$ cat src/rtl/jump_ctrl.sv
`default_nettype none
// ============================================================================
// Module   : jump_ctrl
// Purpose  : Game controller for the bottle-flip jumper. Keeps a queue of
//            platforms generated from an LFSR, turns button hold time into a
//            jump length, hands the jump to the renderer over a start/done
//            handshake, judges the landing and keeps a BCD score with a
//            perfect-hit combo multiplier and a lives counter.
// Ports    : clk        - system clock
//            restart    - asynchronous active-high reset
//            press      - debounced jump button (level)
//            anim_done  - renderer finished the jump animation (pulse)
//            jump_start - pulse, jump handed to the renderer
//            jump_len   - jump length, loaded when the charge ends
//            cur_dist   - spacing between queue entries 0 and 1
//            cur_rad    - radius of queue entry 1 (the target)
//            offset     - signed player offset from the centre of entry 0
//            score      - BCD score
//            lives      - remaining lives
//            combo      - consecutive perfect count
//            perfect    - pulse after a perfect landing
//            shift      - pulse while the queue advances
//            dead       - high in DEAD
//            state      - current state code
// Revision : 1.0 - initial release
// ============================================================================
module jump_ctrl #(
    parameter int          NUM_SQ       = 4,
    parameter int          SCORE_DIGITS = 4,
    parameter int          LIVES        = 3,
    parameter int          CHG_DIV      = 0,
    parameter int          DIST_MIN     = 13,
    parameter int          PERFECT_TOL  = 1,
    parameter int          NORMAL_HIT   = 1,
    parameter int          PERFECT_HIT  = 2,
    parameter int          COMBO_MAX    = 4,
    parameter logic [15:0] LFSR_SEED    = 16'hACE1
) (
    input  logic                      clk,
    input  logic                      restart,
    input  logic                      press,
    input  logic                      anim_done,
    output logic                      jump_start,
    output logic [7:0]                jump_len,
    output logic [7:0]                cur_dist,
    output logic [7:0]                cur_rad,
    output logic [8:0]                offset,
    output logic [4*SCORE_DIGITS-1:0] score,
    output logic [3:0]                lives,
    output logic [2:0]                combo,
    output logic                      perfect,
    output logic                      shift,
    output logic                      dead,
    output logic [2:0]                state
);

    localparam int                     c_IDX_W    = $clog2(NUM_SQ);
    localparam int                     c_DIV_W    = CHG_DIV + 1;
    localparam logic [c_DIV_W-1:0]     c_DIV_LAST = c_DIV_W'((1 << CHG_DIV) - 1);
    localparam int                     c_SW       = 4 * SCORE_DIGITS;
    localparam logic [c_SW-1:0]        c_SCORE_MAX = {SCORE_DIGITS{4'h9}};

    typedef enum logic [2:0] {
        S_FILL   = 3'd0,
        S_READY  = 3'd1,
        S_CHARGE = 3'd2,
        S_JUMP   = 3'd3,
        S_JUDGE  = 3'd4,
        S_SHIFT  = 3'd5,
        S_FALL   = 3'd6,
        S_DEAD   = 3'd7
    } state_t;

    state_t               r_state;
    state_t               w_next;

    logic [15:0]          r_lfsr;
    logic [15:0]          w_lfsr_next;
    logic [c_IDX_W-1:0]   r_fill_idx;
    logic [7:0]           r_dist [NUM_SQ];
    logic [7:0]           r_rad  [NUM_SQ];
    logic [7:0]           w_gen_dist;
    logic [7:0]           w_gen_rad;
    logic [4:0]           w_sel;

    logic [7:0]           r_charge;
    logic [c_DIV_W-1:0]   r_div;
    logic                 w_div_tick;
    logic [7:0]           r_jump_len;
    logic                 r_jump_start;

    logic [8:0]           r_offset;
    logic [9:0]           w_p;
    logic [9:0]           w_e;
    logic                 w_hit;
    logic                 w_perf;

    logic [c_SW-1:0]      r_score;
    logic [c_SW-1:0]      w_score_sum;
    logic [3:0]           w_carry;
    logic [4:0]           w_dsum;
    logic [3:0]           w_add;
    logic [2:0]           w_combo_inc;
    logic [2:0]           r_combo;
    logic [3:0]           r_lives;
    logic                 r_perfect;
    logic                 w_shift;
    logic                 w_dead;

    // ------------------------------------------------------------------
    // Galois LFSR x^16+x^14+x^13+x^11, free running in every state
    // ------------------------------------------------------------------
    assign w_lfsr_next = {1'b0, r_lfsr[15:1]} ^ (r_lfsr[0] ? 16'hB400 : 16'h0000);

    // New platform derived from the current LFSR value
    assign w_gen_dist = 8'(DIST_MIN) + {5'd0, r_lfsr[2:0]};
    assign w_sel      = r_lfsr[7:3];

    always_comb begin
        w_gen_rad = 8'd9;
        if (w_sel < 5'd4)       w_gen_rad = 8'd5;
        else if (w_sel < 5'd10) w_gen_rad = 8'd6;
        else if (w_sel < 5'd23) w_gen_rad = 8'd7;
        else if (w_sel < 5'd29) w_gen_rad = 8'd8;
    end

    // ------------------------------------------------------------------
    // Landing judgement: p = offset + jump_len - cur_dist, 10-bit signed
    // ------------------------------------------------------------------
    assign w_p    = {r_offset[8], r_offset} + {2'b00, r_jump_len} - {2'b00, r_dist[1]};
    assign w_e    = w_p[9] ? (10'd0 - w_p) : w_p;
    assign w_hit  = (w_e <= {2'b00, r_rad[1]});
    assign w_perf = w_hit && (w_e <= 10'(PERFECT_TOL));

    assign w_combo_inc = (r_combo >= 3'(COMBO_MAX)) ? 3'(COMBO_MAX) : r_combo + 3'd1;
    // The multiplier uses the combo value after this landing counts
    assign w_add = w_perf ? 4'(4'(PERFECT_HIT) * {1'b0, w_combo_inc}) : 4'(NORMAL_HIT);

    // BCD ripple-carry add; the first digit absorbs the whole increment
    always_comb begin
        w_carry     = w_add;
        w_score_sum = '0;
        w_dsum      = '0;
        for (int i = 0; i < SCORE_DIGITS; i++) begin
            w_dsum = {1'b0, r_score[4*i +: 4]} + {1'b0, w_carry};
            if (w_dsum > 5'd9) begin
                w_score_sum[4*i +: 4] = 4'(w_dsum - 5'd10);
                w_carry               = 4'd1;
            end else begin
                w_score_sum[4*i +: 4] = w_dsum[3:0];
                w_carry               = 4'd0;
            end
        end
    end

    // ------------------------------------------------------------------
    // State machine
    // ------------------------------------------------------------------
    always_ff @(posedge clk or posedge restart) begin
        if (restart) r_state <= S_FILL;
        else         r_state <= w_next;
    end

    always_comb begin
        w_next  = r_state;
        w_shift = 1'b0;
        w_dead  = 1'b0;
        case (r_state)
            S_FILL:   if (r_fill_idx == c_IDX_W'(NUM_SQ - 1)) w_next = S_READY;
            S_READY:  if (press) w_next = S_CHARGE;
            S_CHARGE: if (!press) w_next = S_JUMP;
            S_JUMP:   if (anim_done) w_next = S_JUDGE;
            S_JUDGE:  w_next = w_hit ? S_SHIFT : S_FALL;
            S_SHIFT: begin
                w_next  = S_READY;
                w_shift = 1'b1;
            end
            // lives were already decremented on the edge into FALL
            S_FALL:   w_next = (r_lives != 4'd0) ? S_READY : S_DEAD;
            S_DEAD:   w_dead = 1'b1;
            default:  w_next = S_FILL;
        endcase
    end

    // ------------------------------------------------------------------
    // LFSR and platform queue
    // ------------------------------------------------------------------
    always_ff @(posedge clk or posedge restart) begin
        if (restart) begin
            r_lfsr     <= LFSR_SEED;
            r_fill_idx <= '0;
            for (int i = 0; i < NUM_SQ; i++) begin
                r_dist[i] <= '0;
                r_rad[i]  <= '0;
            end
        end else begin
            r_lfsr <= w_lfsr_next;
            if (r_state == S_FILL) begin
                r_dist[r_fill_idx] <= w_gen_dist;
                r_rad[r_fill_idx]  <= w_gen_rad;
                r_fill_idx         <= r_fill_idx + c_IDX_W'(1);
            end else if (r_state == S_SHIFT) begin
                for (int i = 0; i < NUM_SQ - 1; i++) begin
                    r_dist[i] <= r_dist[i+1];
                    r_rad[i]  <= r_rad[i+1];
                end
                r_dist[NUM_SQ-1] <= w_gen_dist;
                r_rad[NUM_SQ-1]  <= w_gen_rad;
            end
        end
    end

    // ------------------------------------------------------------------
    // Charge accumulation and jump hand-off
    // ------------------------------------------------------------------
    assign w_div_tick = (r_div == c_DIV_LAST);

    always_ff @(posedge clk or posedge restart) begin
        if (restart) begin
            r_charge     <= '0;
            r_div        <= '0;
            r_jump_len   <= '0;
            r_jump_start <= 1'b0;
        end else begin
            r_jump_start <= (r_state == S_CHARGE) && !press;
            if (r_state == S_READY && press) begin
                r_charge <= '0;
                r_div    <= '0;
            end else if (r_state == S_CHARGE) begin
                if (press) begin
                    if (w_div_tick) begin
                        r_div <= '0;
                        if (r_charge != 8'hFF) r_charge <= r_charge + 8'd1;
                    end else begin
                        r_div <= r_div + c_DIV_W'(1);
                    end
                end else begin
                    r_jump_len <= r_charge;
                end
            end
        end
    end

    // ------------------------------------------------------------------
    // Score, combo, lives and offset
    // ------------------------------------------------------------------
    always_ff @(posedge clk or posedge restart) begin
        if (restart) begin
            r_score   <= '0;
            r_combo   <= '0;
            r_lives   <= 4'(LIVES);
            r_perfect <= 1'b0;
            r_offset  <= '0;
        end else begin
            r_perfect <= 1'b0;
            case (r_state)
                S_JUDGE: begin
                    if (w_perf) begin
                        r_perfect <= 1'b1;
                        r_combo   <= w_combo_inc;
                    end else begin
                        r_combo   <= '0;
                    end
                    if (w_hit) begin
                        r_score <= (w_carry != 4'd0) ? c_SCORE_MAX : w_score_sum;
                    end else begin
                        r_lives <= r_lives - 4'd1;
                    end
                end
                S_SHIFT: r_offset <= w_p[8:0];
                S_FALL:  if (r_lives != 4'd0) r_offset <= '0;
                default: ;
            endcase
        end
    end

    // ------------------------------------------------------------------
    // Outputs; the queue is not meaningful until it has been filled
    // ------------------------------------------------------------------
    assign cur_dist   = (r_state == S_FILL) ? 8'd0 : r_dist[1];
    assign cur_rad    = (r_state == S_FILL) ? 8'd0 : r_rad[1];
    assign jump_start = r_jump_start;
    assign jump_len   = r_jump_len;
    assign offset     = r_offset;
    assign score      = r_score;
    assign lives      = r_lives;
    assign combo      = r_combo;
    assign perfect    = r_perfect;
    assign shift      = w_shift;
    assign dead       = w_dead;
    assign state      = r_state;

endmodule
`default_nettype wire

$ cat config.mk
export PLATFORM = sky130hd
export DESIGN_NAME = jump_ctrl
export DESIGN_NICKNAME = d
export VERILOG_FILES = /design/src/rtl/jump_ctrl.sv
export SDC_FILE = /design/constraint.sdc
export NUM_CORES = 1
export LEC_CHECK = 0
export ABC_CLOCK_PERIOD_IN_PS = 23900
export BUFFER_PORTS_ARGS = -buffer_cell sky130_fd_sc_hd__clkbuf_2
export CORE_ASPECT_RATIO = 1.75
export CORE_UTILIZATION = 50
export DETAILED_ROUTE_END_ITERATION = 7
export HOLD_SLACK_MARGIN = 0.03
export PLACE_DENSITY = 0.7
export SYNTH_ARGS = -nofsm -noshare
export SYNTH_HDL_FRONTEND = slang
export SYNTH_SLANG_ARGS = --single-unit
$ cat constraint.sdc
create_clock -name clk -period 23.9 [get_ports clk]
set_clock_uncertainty 0.05 [all_clocks]
set_input_delay 1.195 -clock clk [delete_from_list [all_inputs] [get_ports clk]]
set_output_delay 1.195 -clock clk [all_outputs]
set_load 0.1 [all_outputs]
==> results.md <==
- Outcome: complete, but fails checks
- Failing checks: DRC
- CTS clock-pin slew for the worst setup and hold paths: 70 ps
- Post-synth ARST share: 1.00
- Initial antenna violation count: 0
- Pre-antenna DRT Iters: 6
- Worst slew pin tran: 1120 ps
- Crit path required time: 24,130 ps
- Hold EP: r_lfsr[7]
- Gr ovfl total: 0
- Detailed-route vias per instance: 5.61
- CP startpoint kind: flop
- H-tree Lvls: 3
- Setup TNS: 0 ps
- CTS sink cnt: 100
- Syn Area/Cell: 9.60 um2
- DR WL/cell: 16.5 um
- Die area: 0.0124 mm2
- Post-CTS Setup Bufs: 0
- # hold bufs at CTS: 0
- Tmin final: 10,650 ps
- Worst r2r src: offset[1]
- Post-route DRC: 4
- RSZ-0062 raised after global routing: no
- DP HPWL: 10,300 um
- Layout net count: 732
- Layout cells sized above 1: 0.176
- Standard-cell rows: 52
- Synth-to-layout area growth: 11.9%
- Fmax: 93.9 MHz
- Clk root buf: clkbuf_16
- Post-Syn Area: 0.00596 mm2
- Max-Cap Viols: 0
- Reg2reg path depth: 42
- Synthesized Nets: 676
- Worst setup path category: reg -> reg
- Largest net degree at the start of global routing: 66
- Die span in y: 146 um
- Clk_lat worst skew: 350 ps
- Post-Synthesis Cells: 621
- Post-synth EDFFs: 0
- CP delay by family, top: compound AO/OA/AOI/OAI gates
- Endpoints failing setup: 0
- Critical Path AT: 10,880 ps
- Initial DRC Count: 230
- Die X: 84.5 um
- Crit-path max cell delay: 860 ps
- Routed Antenna Nets: 0
- TritonCTS clock tree: done
- GRT Overall Usage: 0.238
- Main flop type after synthesis: dfrtp_1
- GPL Wtd Cong: 0.865
- Final WL: 13,500 um
- First-pass GRT wire length: 23,100 um
- Vias in the first global route: 4,771
- Max-slew violations: 0
- Crit end category: flop
- Total of warnings raised by yosys: 0
- RR Endpoint: score[7]
- Buffers added on ports: 66
- Top cell by count, worst path: ha_1
- Max FO, Critical Path: 13
- R2r setup slk: 13,250 ps
- Hold Crit Depth: 0
- Hold_sp: r_lfsr[8]
- HP Class: reg -> reg
- Synth cell types: 68
- Gates resized, CTS repair: 0
- CTS max path bufs: 2
- WP buf/inv: 6
- Fin. Hold Viols: 0
- Fin crit share: 0.446
- Slew HR: 0.257
- Slowest-stage cell, CP: a21oi_1
- Ant. Diodes: 0
- IO Count: 67
- Total number of vias: 4,581
- Num CTS Buffers: 9
- Area of the core region: 0.0116 mm2
- Starting Density: 0.515
- Sequential-to-total area share from yosys stat: 0.422
- FF+latch count, synth: 100
[Yosys cell counts (all sizes together), types with 2 or more instances]
master  instances  area, um2
a221oi          2       35.0
or2             3       21.3
mux2i           5       50.1
nor2           46        175
a32oi           2       17.5
nand2b          7       46.3
o31ai           7       52.6
a22oi           9       67.6
o211ai          2       20.0
nor3b           3       22.5
nand3          11       55.1
a22o            9       78.8
a311oi          4       35.0
and3            2       12.5
a21oi          24        124
buf            12       73.8
nor3            8       45.0
a211oi          2       15.0
nand4           4       25.0
ha             42        526
nand3b          4       42.5
inv            64        240
dfrtp          90       2250
nand2          74        280
clkbuf         14       52.6
xnor2          22        193
a21o            7       52.6
nor2b           9       56.3
dfstp          10        263
and2            7       43.8
a221o           9       90.1
or3             4       25.0
mux2            6       67.6
fa              9        180
o21ai          56        284
o22ai           4       25.0
xor2           11       96.3
[layout by cell type (no fill, tap or decap), drive strengths merged, types with 5 or more instances in the layout]
master	instances
dfrtp	90
nor3	8
ha	42
nor2b	9
nor2	46
inv	68
o21ai	56
buf	5
o31ai	7
a21oi	24
fa	9
a22o	9
nand2b	7
xor2	11
a22oi	9
clkbuf	75
a221o	9
mux2i	5
mux2	6
dfstp	10
xnor2	22
nand3	11
nand2	74
a21o	7
and2	7
[cell families after synthesis]
logic type / share of synthesized area
xor+xnor: 0.0485
mux: 0.0197
buf+inv: 0.0615
simple gates: 0.156
fa+ha+maj: 0.118
flops: 0.422
compound gates: 0.174
[per-stage QoR]
stage / cells / setup WS [ps] / util / cell area [um2] / hold WS, ps
after CTS: 817 / 13320 / 0.576 / 6670 / 315
after global placement: 801 / 13840 / 0.551 / 6380 / 287
final: 817 / 13250 / 0.576 / 6670 / 313
after floorplan: 621 / 14200 / - / 5960 / 281
after global routing: 817 / 12360 / 0.576 / 6670 / 318
after detailed placement: 801 / 13410 / 0.551 / 6380 / 298
[sequential cells by signal, indices dropped and copies added, names as in the netlist]
name        count
combo           3
jump_len        8
jump_start      1
lives           4
offset          9
perfect         1
r_charge        8
r_dist         17
r_fill_idx      2
r_lfsr         16
r_rad          12
score          16
state           3
[metal layers]
metal / GRT usage / share of wire / wire length, um / vias to the layer above
li1: - / - / - / 2237
met1: 0.253 / 0.38 / 5140 / 2232
met2: 0.450 / 0.56 / 7530 / 81
met3: 0.0362 / 0.026 / 354 / 31
met4: 0.113 / 0.034 / 463 / 0
met5: 0 / 0 / 0 / -
[worst max-delay path by stage]
stage                   start   endpoint  slack, ps  depth (start not counted)
detailed placement  offset[1]   score[5]      13410                         41
global placement    offset[1]   score[3]      13840                         42
floorplan           offset[1]   score[0]      14200                         43
CTS                 offset[1]   score[3]      13320                         42
finish              offset[1]   score[7]      13250                         42
global route        offset[1]  score[11]      12360                         42
[cell type report]
type,count,area (um2)
fill,1055,4910
multi-input combinational,431,3090
sequential,100,2510
timing repair buffer,71,368
inverter,64,243
clock buffer,9,225
tap,135,169
clock inverter,7,67.6
Power is not shown: default switching activity piles up to over one toggle a cycle in this logic, so the estimate is an artifact.
